### src/rtl/uart_cmd_bridge.sv
// UART command bridge: assembles fixed-length frames, drives a single-request memory port, returns status + response bytes.
// Optional build macro CMD_CHECKSUM_EN appends an XOR checksum byte to every frame.
module uart_cmd_bridge #(
  parameter int DATA_BYTES     = 4,
  parameter int TIMEOUT_CYCLES = 24000,
  parameter int CONST_VALUE    = 259
) (
  input  logic                    clk,
  input  logic                    rstn,
  input  logic                    rcv,
  input  logic [7:0]              rx_data,
  input  logic                    tx_ready,
  output logic                    tx_start,
  output logic [7:0]              tx_data,
  output logic [8*DATA_BYTES-1:0] addr,
  output logic [8*DATA_BYTES-1:0] wr_d,
  output logic                    wr_req,
  output logic                    rd_req,
  input  logic                    busy,
  input  logic                    rd_rdy,
  input  logic [8*DATA_BYTES-1:0] rd_d,
  output logic                    drop,
  output logic                    timeout
);

  localparam int W = 8 * DATA_BYTES;
`ifdef CMD_CHECKSUM_EN
  localparam int L = DATA_BYTES + 2;
`else
  localparam int L = DATA_BYTES + 1;
`endif
  localparam int FW  = 8 * L;
  localparam int RW  = 8 * (DATA_BYTES + 1);
  localparam int CW  = $clog2(L + 1);
  localparam int TMW = $clog2(TIMEOUT_CYCLES + 1);
  localparam int TXW = $clog2(DATA_BYTES + 2);

  typedef enum logic [2:0] {
    S_RX, S_EXEC, S_MEM, S_TX_LOAD, S_TX_WAIT_LO, S_TX_WAIT_HI
  } state_t;

  state_t          state, state_nx;
  logic [FW-1:0]   frame_q;
  logic [RW-1:0]   resp_q;
  logic [CW-1:0]   byte_cnt;
  logic [TMW-1:0]  tmo_cnt;
  logic [TXW-1:0]  tx_cnt;
  logic [W-1:0]    count_q;
  logic [W-1:0]    rd_latch;
  logic            mem_wr;

  logic [7:0]      cmd;
  logic [W-1:0]    payload;
  logic            ck_ok;
  logic            byte_last;
  logic [7:0]      exec_s;
  logic [W-1:0]    exec_r;
  logic            exec_mem;
  logic            exec_wr;

  assign cmd       = frame_q[FW-1 -: 8];
  assign payload   = frame_q[FW-9 -: W];
  assign byte_last = (byte_cnt == CW'(L - 1));

`ifdef CMD_CHECKSUM_EN
  // XOR over the whole frame including its checksum is zero exactly when the checksum matches.
  logic [7:0] ck_x;
  always_comb begin
    ck_x = 8'h00;
    for (int i = 0; i < L; i++) ck_x = ck_x ^ frame_q[8*i +: 8];
  end
  assign ck_ok = (ck_x == 8'h00);
`else
  assign ck_ok = 1'b1;
`endif

  always_comb begin
    exec_s   = 8'hFF;
    exec_r   = '0;
    exec_mem = 1'b0;
    exec_wr  = 1'b0;
    if (!ck_ok) begin
      exec_s = 8'hFE;
    end else begin
      case (cmd)
        8'h01, 8'h02: begin exec_s = cmd; exec_r = payload; end
        8'h03: begin exec_s = cmd; exec_r = addr; exec_mem = 1'b1; exec_wr = 1'b1; end
        8'h04: begin exec_s = cmd; exec_r = rd_latch; end
        8'h05: begin exec_s = cmd; exec_r = addr; exec_mem = 1'b1; end
        8'h06: begin exec_s = cmd; exec_r = count_q; end
        8'h07: begin exec_s = cmd; exec_r = W'(CONST_VALUE); end
        default: ;
      endcase
    end
  end

  always_ff @(posedge clk or negedge rstn) begin
    if (!rstn) state <= S_RX;
    else       state <= state_nx;
  end

  // tx handshake: tx_start only while tx_ready is high; tx_data holds until tx_ready falls,
  // and the next byte is offered only after tx_ready has risen again.
  always_comb begin
    state_nx = state;
    case (state)
      S_RX:         if (rcv && byte_last) state_nx = S_EXEC;
      S_EXEC:       state_nx = exec_mem ? S_MEM : S_TX_LOAD;
      S_MEM:        if (!busy) state_nx = S_TX_LOAD;
      S_TX_LOAD:    if (tx_ready) state_nx = S_TX_WAIT_LO;
      S_TX_WAIT_LO: if (!tx_ready) state_nx = S_TX_WAIT_HI;
      S_TX_WAIT_HI: if (tx_ready) state_nx = (tx_cnt == TXW'(1)) ? S_RX : S_TX_LOAD;
      default:      state_nx = S_RX;
    endcase
  end

  always_comb begin
    tx_start = (state == S_TX_LOAD) && tx_ready;
    wr_req   = (state == S_MEM) && !busy && mem_wr;
    rd_req   = (state == S_MEM) && !busy && !mem_wr;
    tx_data  = resp_q[RW-1 -: 8];
  end

  always_ff @(posedge clk or negedge rstn) begin
    if (!rstn) begin
      frame_q  <= '0;
      resp_q   <= '0;
      byte_cnt <= '0;
      tmo_cnt  <= '0;
      tx_cnt   <= '0;
      count_q  <= '0;
      rd_latch <= '0;
      mem_wr   <= 1'b0;
      addr     <= '0;
      wr_d     <= '0;
      drop     <= 1'b0;
      timeout  <= 1'b0;
    end else begin
      drop    <= rcv && (state != S_RX);
      timeout <= 1'b0;
      if (rd_rdy) rd_latch <= rd_d;
      case (state)
        S_RX: begin
          if (rcv) begin
            frame_q  <= {frame_q[FW-9:0], rx_data};
            tmo_cnt  <= '0;
            byte_cnt <= byte_last ? '0 : byte_cnt + CW'(1);
          end else if (byte_cnt != '0) begin
            if (tmo_cnt == TMW'(TIMEOUT_CYCLES - 1)) begin
              timeout  <= 1'b1;
              byte_cnt <= '0;
              tmo_cnt  <= '0;
            end else begin
              tmo_cnt <= tmo_cnt + TMW'(1);
            end
          end
        end
        S_EXEC: begin
          resp_q <= {exec_s, exec_r};
          tx_cnt <= TXW'(DATA_BYTES + 1);
          mem_wr <= exec_wr;
          if (ck_ok) begin
            case (cmd)
              8'h01:   addr    <= payload;
              8'h02:   wr_d    <= payload;
              8'h06:   count_q <= count_q + W'(1);
              default: ;
            endcase
          end
        end
        S_TX_WAIT_HI: begin
          if (tx_ready) begin
            resp_q <= resp_q << 8;
            tx_cnt <= tx_cnt - TXW'(1);
          end
        end
        default: ;
      endcase
    end
  end

endmodule

### config.mk
export PLATFORM = sky130hd
export DESIGN_NAME = uart_cmd_bridge
export DESIGN_NICKNAME = d
export VERILOG_FILES = /design/src/rtl/uart_cmd_bridge.sv
export SDC_FILE = /design/constraint.sdc
export NUM_CORES = 1
export LEC_CHECK = 0
export BUFFER_PORTS_ARGS = -buffer_cell sky130_fd_sc_hd__buf_2
export CAP_MARGIN = 5
export CORE_MARGIN = 2
export CORE_UTILIZATION = 64
export CTS_BUF_LIST = sky130_fd_sc_hd__clkbuf_16
export DETAILED_ROUTE_END_ITERATION = 8
export GPL_ROUTABILITY_DRIVEN = 0
export PLACE_DENSITY = 0.88
export SLEW_MARGIN = 20
export SYNTH_ARGS = -nofsm -noshare
export SYNTH_HDL_FRONTEND = slang
export SYNTH_SLANG_ARGS = --single-unit
export TNS_END_PERCENT = 10
### constraint.sdc
create_clock -name clk -period 3.7 [get_ports clk]
set_clock_uncertainty 0.15 [all_clocks]
set_input_delay 0.74 -clock clk [delete_from_list [all_inputs] [get_ports clk]]
set_output_delay 0.74 -clock clk [all_outputs]
set_load 0.01 [all_outputs]
* Word level (Yosys, flattened, before mapping)
Index checks and enable logic that the tools add are counted.
** Word-level totals
- Flip-flop bits (word level) :: 235
- Latch bits :: 0
- Bits in writable memories :: 0
- ROM bits :: 0
- Bits of input ports :: 46
- Output and inout bits :: 77
- Memories :: 0
** Cells by class
- Add/subtract/negate cells :: 4
- Multiply operators :: 0
- Divide/modulo/power cells :: 0
- Magnitude comparators :: 0
- Eq/ne operators :: 20
- Shift-type cells :: 0
- Muxes and demuxes :: 27
- Bitwise gates (word level) :: 0
- Reductions and logical operators :: 25
** Operator list (count)
- 32-bit one-hot mux with 5 select lines :: 1
- 40-bit one-hot mux with 2 select lines :: 1
- 15-bit 2-to-1 mux :: 3
- 40-bit 2-to-1 mux :: 1
- 32-bit by 1-bit adder with 32-bit output, second input constant :: 1
- 8-bit by 3-bit == test with 1-bit output, second input constant :: 4
- 3-bit 2-to-1 mux :: 10
- 3-bit one-hot mux with 6 select lines :: 1
- 8-bit by 2-bit == test with 1-bit output, second input constant :: 2
- 15-bit by 1-bit adder with 15-bit output, second input constant :: 1
- 15-bit == test, second input constant :: 1
- 2-bit AND reduction :: 6
- 2-bit inequality test, second input constant :: 5
- 3-bit == test, second input constant :: 3
- 8-bit by 1-bit == test with 1-bit output, second input constant :: 1
- 8-bit 2-to-1 mux :: 1
- 1-bit 2-to-1 mux :: 7
- 7-bit OR reduction :: 1
- 3-bit by 1-bit == test with 1-bit output, second input constant :: 2
- 3-bit by 2-bit == test with 1-bit output, second input constant :: 2
- 1-bit logical AND :: 6
- 3-bit one-hot mux with 2 select lines :: 1
- 2-bit nonzero test :: 3
- 3-bit nonzero test :: 2
- other kinds (8) :: 10

* Longest topological paths before layout
Gate-level depths: netlist of the first run.
- Depth after elaboration :: 5
- Mapped depth :: 9

* Worst setup path before layout of the first run
No wires, ideal clock.
- Path type :: flip-flop to flip-flop
- From :: register state[2]
- To :: register tmo_cnt[3]
- Setup time :: 77 ps
- Data arrival time :: 1994 ps
- Setup slack :: 1479 ps
- Stages on the path, launching flop included :: 8
- Period minus slack after synthesis :: 2221 ps
- Cells stage by stage :: dfrtp_1 -> buf_6 -> or3_4 -> buf_6 -> or3_4 -> or2_4 -> or3_1 -> o21ai_1
** Between the ends
- Longest elaborated chain between the ends :: 2
** Ends and longest elaborated chain
- start, declared :: line 42 : state_t state, state_nx;
- start signal, assigned :: line 99 : else state <= state_nx;
- 3-bit zero test :: line 142 : case (state)
- 2-bit AND reduction (no line)
- end signal, assigned :: line 154 : tmo_cnt <= tmo_cnt + TMW'(1);
- end, declared :: line 46 : logic [TMW-1:0] tmo_cnt;
No other way between the ends.
A chain may end at the register's enable or synchronous reset.

* Worst setup path in the final report of the first run
- From :: register state[2]
- To :: output port wr_req
** Between the ends
- Longest elaborated chain between the ends :: 3
** Ends and longest elaborated chain
- 3-bit by 2-bit == test with 1-bit output :: line 119 : wr_req = (state == S_MEM) && !busy && mem_wr;
- 1-bit logical AND (2 in series) :: line 119
- end, declared :: line 17 : output logic wr_req,
No other way between the ends.

==> results of run 1 <==
synth_stat cells, types with 3 or more instances:
master | count | area [µm²]
mux2_2 | 163 | 1840
or3_1 | 4 | 25.0
a31oi_1 | 35 | 219
xor2_1 | 9 | 78.8
nand2b_1 | 5 | 31.3
o22ai_1 | 10 | 62.6
mux2i_1 | 25 | 250
inv_1 | 12 | 45.0
nor2b_1 | 7 | 43.8
dfrtp_1 | 235 | 5880
a2bb2oi_1 | 23 | 201
xnor2_1 | 23 | 201
buf_4 | 8 | 60.1
nand2_1 | 91 | 342
and3_1 | 6 | 37.5
nand3_1 | 19 | 95.1
nor4_1 | 4 | 25.0
nor4_2 | 4 | 50.1
a221oi_1 | 23 | 201
and2_1 | 5 | 31.3
o21ai_0 | 65 | 325
a21oi_1 | 41 | 205
and4_1 | 5 | 43.8
buf_2 | 12 | 60.1
nand4_1 | 16 | 100
nor2_1 | 51 | 191
nor3_1 | 7 | 35.0
clkbuf_1 | 45 | 169
buf_1 | 10 | 37.5
ha_1 | 6 | 75.1
a41oi_1 | 3 | 26.3
cell type report:
| class | instances | area, µm² |
|---|---|---|
| fillers | 1099 | 4480 |
| clock inverters | 19 | 134 |
| flip-flops and latches | 235 | 5880 |
| clock buffers | 24 | 601 |
| inverters | 12 | 45.0 |
| well taps | 225 | 282 |
| repair buffers | 141 | 813 |
| multi-input cells | 686 | 5060 |
routing by layer:
metal | GRT usage | up-vias | wire length [µm]
met5 | 0 | - | 0
met2 | 0.525 | 490 | 14200
met4 | 0.124 | 0 | 1140
met1 | 0.426 | 4383 | 11500
li1 | - | 3862 | -
met3 | 0.0663 | 105 | 2580
path summary, 6_finish.rpt:
| check | startpoint | endpoint | slack, ns | depth (start not counted) |
|---|---|---|---|---|
| min in group clk | rd_d[14] | rd_latch[14]$_DFFE_PN0P_ | 0.29 | 2 |
| max in group asynchronous | rstn | frame_q[3]$_DFFE_PN0P_ | 2.61 | 2 |
| setup reg to reg | frame_q[33]$_DFFE_PN0P_ | count_q[29]$_DFFE_PN0P_ | 1.01 | 5 |
| setup / recovery | state[2]$_DFFE_PN0P_ | wr_req | 0.78 | 5 |
| hold / removal | rstn | tmo_cnt[0]$_DFFE_PN0P_ | 0.06 | 1 |
| hold reg to reg | resp_q[33]$_DFFE_PN0P_ | resp_q[33]$_DFFE_PN0P_ | 0.32 | 2 |
critical path, cell delays in order (launching register included):
cell,delay [ns]
dfrtp_1,0.41
buf_4,0.26
inv_1,0.13
nand2_1,0.10
nor4b_1,0.41
buf_2,0.21
power by group through the flow:
stage          clock [mW]  combinational, mW  sequential [mW]
6_report             2.29               3.60             4.37
3_5_place_dp            0               3.49             4.36
5_1_grt              2.40               3.91             4.45
2_1_floorplan           0               2.70             3.92
3_3_place_gp            0               3.36             4.31
4_1_cts              2.30               3.56             4.33
sequential cells by signal (all words and copies together), names as in the netlist:
register	cells
addr	32
byte_cnt	3
count_q	32
drop	1
frame_q	40
mem_wr	1
rd_latch	32
resp_q	40
state	3
timeout	1
tmo_cnt	15
tx_cnt	3
wr_d	32
cell families (layout without fill, tap and decap cells):
logic type / count (synthesis) / after routing
AO/OA/AOI/OAI: 218 / 218
XOR/XNOR: 32 / 32
adder cells (fa/ha/maj): 6 / 6
buffers and inverters: 89 / 196
flip-flops: 235 / 235
multiplexers: 189 / 189
AND/OR/NAND/NOR: 241 / 241
==> impl_metrics.env, run 1 <==
export IMPL_dp_slack_ns=1.06
export IMPL_cts_sink_count=235
export IMPL_io_pins=123
export IMPL_netlist_area_mm2=0.0113
export IMPL_vias=8840
export IMPL_status="complete, no violations"
export IMPL_syn_inst=1010
export IMPL_cts_path_max_buffers=3
export IMPL_wl_per_cell_um=21.9
export IMPL_hold_path_class="in2async"
export IMPL_cts_hold_buf=0
export IMPL_antenna_found_initial=0
export IMPL_synth_mux_area_frac=0.185
export IMPL_remaining_drc_errors=0
export IMPL_ir_drop_v=0.000553
export IMPL_yosysWarnings=0
export IMPL_utilization=0.741
export IMPL_core_area_mm2=0.0173
export IMPL_internal_power_mw=6.28
export IMPL_n_antenna_cell=0
export IMPL_grt_total_usage=0.322
export IMPL_worstSetupStartpointType="register"
export IMPL_switchingPower_mw=3.98
export IMPL_cts_tree="built"
export IMPL_mostFrequentLayoutCells="dfrtp_1, mux2_2, buf_2, nand2_1, o21ai_0"
export IMPL_port_buffers=122
export IMPL_clkPwrFrac=0.223
export IMPL_synth_flop_cell="dfrtp_1"
export IMPL_place_area_mm2=0.0121
export IMPL_final_cells=1342
export IMPL_synth_compound_area_frac=0.122
export IMPL_dieArea_mm2=0.0188
export IMPL_clk_pin_slew_ns=0.06
export IMPL_fin_crit_sh=0.789
export IMPL_cp_max_fo=34
export IMPL_synthAdderAreaFrac=0.00663
export IMPL_setup_viol=0
export IMPL_via_per_inst=6.59
export IMPL_layout_commonest_cell="dfrtp_1"
export IMPL_drtPass1Iterations=5
export IMPL_postRouteAntennaNets=0
export IMPL_drive_gt1_frac=0.319
export IMPL_clock_latency_ns=0.53
export IMPL_relSlewSlack=0.391
export IMPL_hold_slack_ns=0.0561
export IMPL_cp_required_ns=2.81
export IMPL_arrival_ns=2.03
export IMPL_design_area_mm2=0.0128
export IMPL_seq_power_share=0.427
export IMPL_async_reset_ff_frac=1.00
export IMPL_synth_xor_xnor_area_share=0.0248
export IMPL_ctsResizeCount=0
export IMPL_power_density_mw_per_mm2=800
export IMPL_path_class="reg2out"
export IMPL_rsz0062_at_grt="no"
export IMPL_syn_nets=1062
export IMPL_overflow=0
export IMPL_grt_pass1_vias=8875
export IMPL_drv_cap=0
export IMPL_crit_path_end_kind="output pin"
export IMPL_hold_violations=0
export IMPL_worst_pin_slew_ns=0.913
export IMPL_p_leak_nw=5.82
export IMPL_die_x_um=137
export IMPL_place_inst=1299
export IMPL_fmax_mhz=342
export IMPL_drtIter0Drc=861
export IMPL_grt_pass1_wl_um=47000
export IMPL_clock_root_buffer="clkbuf_16"
export IMPL_cts_buffers=24
export IMPL_yosysSeqAreaShare=0.520
export IMPL_dp_hpwl_um=19400
export IMPL_start_util=0.654
export IMPL_timing_final_crit_period_ns=2.92
export IMPL_syn_to_final_growth_pct=13.2
export IMPL_synthSimpleGateAreaFrac=0.106
export IMPL_synth_edf_count=0
export IMPL_p_comb_frac=0.351
export IMPL_drt_wl_total_um=29400
export IMPL_cts_htree_levels=1
export IMPL_post_cts_setup_buffer_count=0
export IMPL_report_final_slew_viol_count=0
export IMPL_ys_seq_elements=235
export IMPL_std_cell_rows=48
export IMPL_netSwitchingFraction=0.388
export IMPL_synth_cell_type_count=57
export IMPL_grt_max_degree=96
export IMPL_final_nets=1152
export IMPL_worst_slack_ns=0.780
export IMPL_avgSynthCellArea_um2=11.2
export IMPL_synth_top_family_by_area="multiplexers"
export IMPL_fin_setup_tns_ns=0
export IMPL_power_total_mw=10.3
export IMPL_die_height_um=137
No activity file was read; power rests on OpenSTA's default activity.
==> run 2, diff against run 1 <==
--- a/config.mk
+++ b/config.mk
@@ -8,11 +8,11 @@
 export BUFFER_PORTS_ARGS = -buffer_cell sky130_fd_sc_hd__buf_2
 export CAP_MARGIN = 5
 export CORE_MARGIN = 2
-export CORE_UTILIZATION = 64
+export CORE_UTILIZATION = 59
 export CTS_BUF_LIST = sky130_fd_sc_hd__clkbuf_16
 export DETAILED_ROUTE_END_ITERATION = 8
 export GPL_ROUTABILITY_DRIVEN = 0
-export PLACE_DENSITY = 0.88
+export PLACE_DENSITY = 0.82
 export SLEW_MARGIN = 20
 export SYNTH_ARGS = -nofsm -noshare
 export SYNTH_HDL_FRONTEND = slang
==> constraint.sdc (replaced) <==
create_clock -name clk -period 2.75 [get_ports clk]
set_clock_uncertainty 0.15 [all_clocks]
set_input_delay 0.55 -clock clk [delete_from_list [all_inputs] [get_ports clk]]
set_output_delay 0.55 -clock clk [all_outputs]
set_load 0.01 [all_outputs]
==> run 2 against run 1 <==
  * Combinational power increased by 42%
  * Design area increased by 1.4%
  * Hold slack improved by 0.055 ns
  * Critical path depth unchanged
  * Routed wire length decreased by 6.2%
==> impl_metrics.env, run 2 (synthesis gave the netlist of run 1 again) <==
export IMPL_status="complete, no violations"
export IMPL_port_buffers=122
export IMPL_antenna_found_initial=0
export IMPL_ir_drop_v=0.000596
export IMPL_drt_wl_total_um=27600
export IMPL_worstSetupStartpointType="register"
export IMPL_arrival_ns=1.91
export IMPL_grt_total_usage=0.275
export IMPL_design_area_mm2=0.0130
export IMPL_die_x_um=142
export IMPL_p_comb_frac=0.365
export IMPL_cp_required_ns=2.05
export IMPL_remaining_drc_errors=0
export IMPL_die_height_um=142
export IMPL_wl_per_cell_um=20.2
export IMPL_grt_pass1_wl_um=44600
export IMPL_grt_max_degree=82
export IMPL_worst_pin_slew_ns=0.831
export IMPL_seq_power_share=0.402
export IMPL_crit_path_end_kind="output pin"
export IMPL_power_density_mw_per_mm2=1080
export IMPL_grt_pass1_vias=8463
export IMPL_post_cts_setup_buffer_count=0
export IMPL_dieArea_mm2=0.0203
export IMPL_cpMaxStageDelayCell="dfrtp_1"
export IMPL_start_util=0.603
export IMPL_drtIter0Drc=796
export IMPL_cts_tree="built"
export IMPL_rsz0062_at_grt="no"
export IMPL_cp_max_fo=30
export IMPL_io_pins=123
export IMPL_syn_to_final_growth_pct=14.8
export IMPL_std_cell_rows=50
export IMPL_max_stage_delay_ns=0.45
export IMPL_clk_pin_slew_ns=0.06
export IMPL_layout_commonest_cell="dfrtp_1"
export IMPL_largestRegisters="frame_q x40, resp_q x40"
export IMPL_hold_violations=0
export IMPL_fmax_mhz=383
export IMPL_p_leak_nw=5.92
export IMPL_mostFrequentLayoutCells="dfrtp_1, mux2_2, buf_2, nand2_1, o21ai_0"
export IMPL_cts_path_max_buffers=3
export IMPL_dp_hpwl_um=18600
export IMPL_clkPwrFrac=0.234
export IMPL_path_class="reg2out"
export IMPL_reg2reg_slack_ns=0.27
export IMPL_cts_buffers=25
export IMPL_timing_final_crit_period_ns=2.61
export IMPL_n_antenna_cell=0
export IMPL_place_area_mm2=0.0122
export IMPL_overflow=0
export IMPL_drv_cap=0
export IMPL_postRouteAntennaNets=0
export IMPL_hold_path_class="in2reg"
export IMPL_vias=8583
export IMPL_fin_crit_sh=0.949
export IMPL_relSlewSlack=0.446
export IMPL_report_final_slew_viol_count=0
export IMPL_via_per_inst=6.29
export IMPL_netSwitchingFraction=0.375
export IMPL_switchingPower_mw=5.24
export IMPL_internal_power_mw=8.74
export IMPL_clock_root_buffer="clkbuf_16"
export IMPL_clock_latency_ns=0.52
export IMPL_setup_viol=0
export IMPL_cts_htree_levels=1
export IMPL_final_nets=1165
export IMPL_cts_sink_count=235
export IMPL_crit_chain="buf_4 > inv_1 > nand2_1 > nor4b_2 > buf_2"
export IMPL_drive_gt1_frac=0.324
export IMPL_drtPass1Iterations=5
export IMPL_fin_setup_tns_ns=0
export IMPL_core_area_mm2=0.0188
run 2: cell count changes in the layout (fill, tap and decap cells not counted), sizes merged:
cell	delta
clkinvlp	-3
bufinv	+2
clkbuf	+1
inv	+2
dlygate4sd3	+1
buf	+11
run 2: final cells by class:
class,count,area [µm²]
flip-flops and latches,235,5880
fillers,1312,5780
multi-input cells,686,5060
repair buffers,153,906
clock buffers,25,626
well taps,234,293
clock inverters,20,173
inverters,12,45.0
run 2: metal layers:
| layer | vias to the layer above | routed length (µm) | share of wire | track usage |
|---|---|---|---|---|
| met3 | 50 | 1980 | 0.072 | 0.0515 |
| met2 | 337 | 13300 | 0.48 | 0.439 |
| met1 | 4304 | 11700 | 0.42 | 0.386 |
| met4 | 0 | 635 | 0.023 | 0.0860 |
| li1 | 3892 | - | - | - |
| met5 | - | 0 | 0 | 0 |
run 2: final timing paths:
path	startpoint	end	cells after the start
max	state[2]$_DFFE_PN0P_	wr_req	5
min	rd_d[14]	rd_latch[14]$_DFFE_PN0P_	2
max reg2reg	state[1]$_DFFE_PN0P_	addr[13]$_DFFE_PN0P_	5
min reg2reg	count_q[31]$_DFFE_PN0P_	count_q[31]$_DFFE_PN0P_	1
max in group asynchronous	rstn	frame_q[7]$_DFFE_PN0P_	3
min in group asynchronous	rstn	tmo_cnt[13]$_DFFE_PN0P_	2
run 2: power groups by stage:
stage	logic (mW)	clock network, mW	registers [mW]
2_1_floorplan	3.63	0	5.28
3_3_place_gp	4.84	0	5.59
3_5_place_dp	4.98	0	5.63
4_1_cts	5.06	3.32	5.59
5_1_grt	5.58	3.47	5.74
6_report	5.10	3.27	5.62
run 2: timing repair:
action,in CTS,in global routing
hold buffers,1,0
setup endpoints to repair,0,1
endpoints found under the hold margin,47,0
resized for setup,0,1
run 2: metrics by stage:
step	total power, mW	setup slack, ns	cells	hold slack (ns)	util
final	14.0	0.140	1365	0.111	0.692
after CTS	14.0	0.109	1365	0.0982	0.692
after global routing	14.8	0.0374	1365	0.100	0.692
after global placement	10.4	0.405	1319	0.306	0.649
after floorplan	8.91	0.529	1010	0.104	-
after detailed placement	10.6	0.342	1319	0.311	0.649
run 2: worst max-delay path, delay by kind of cell (launching register included):
family	cells	cell delay, ns
and+or+nand+nor	2	0.39
buffers and inverters	3	0.57
DFF	1	0.45
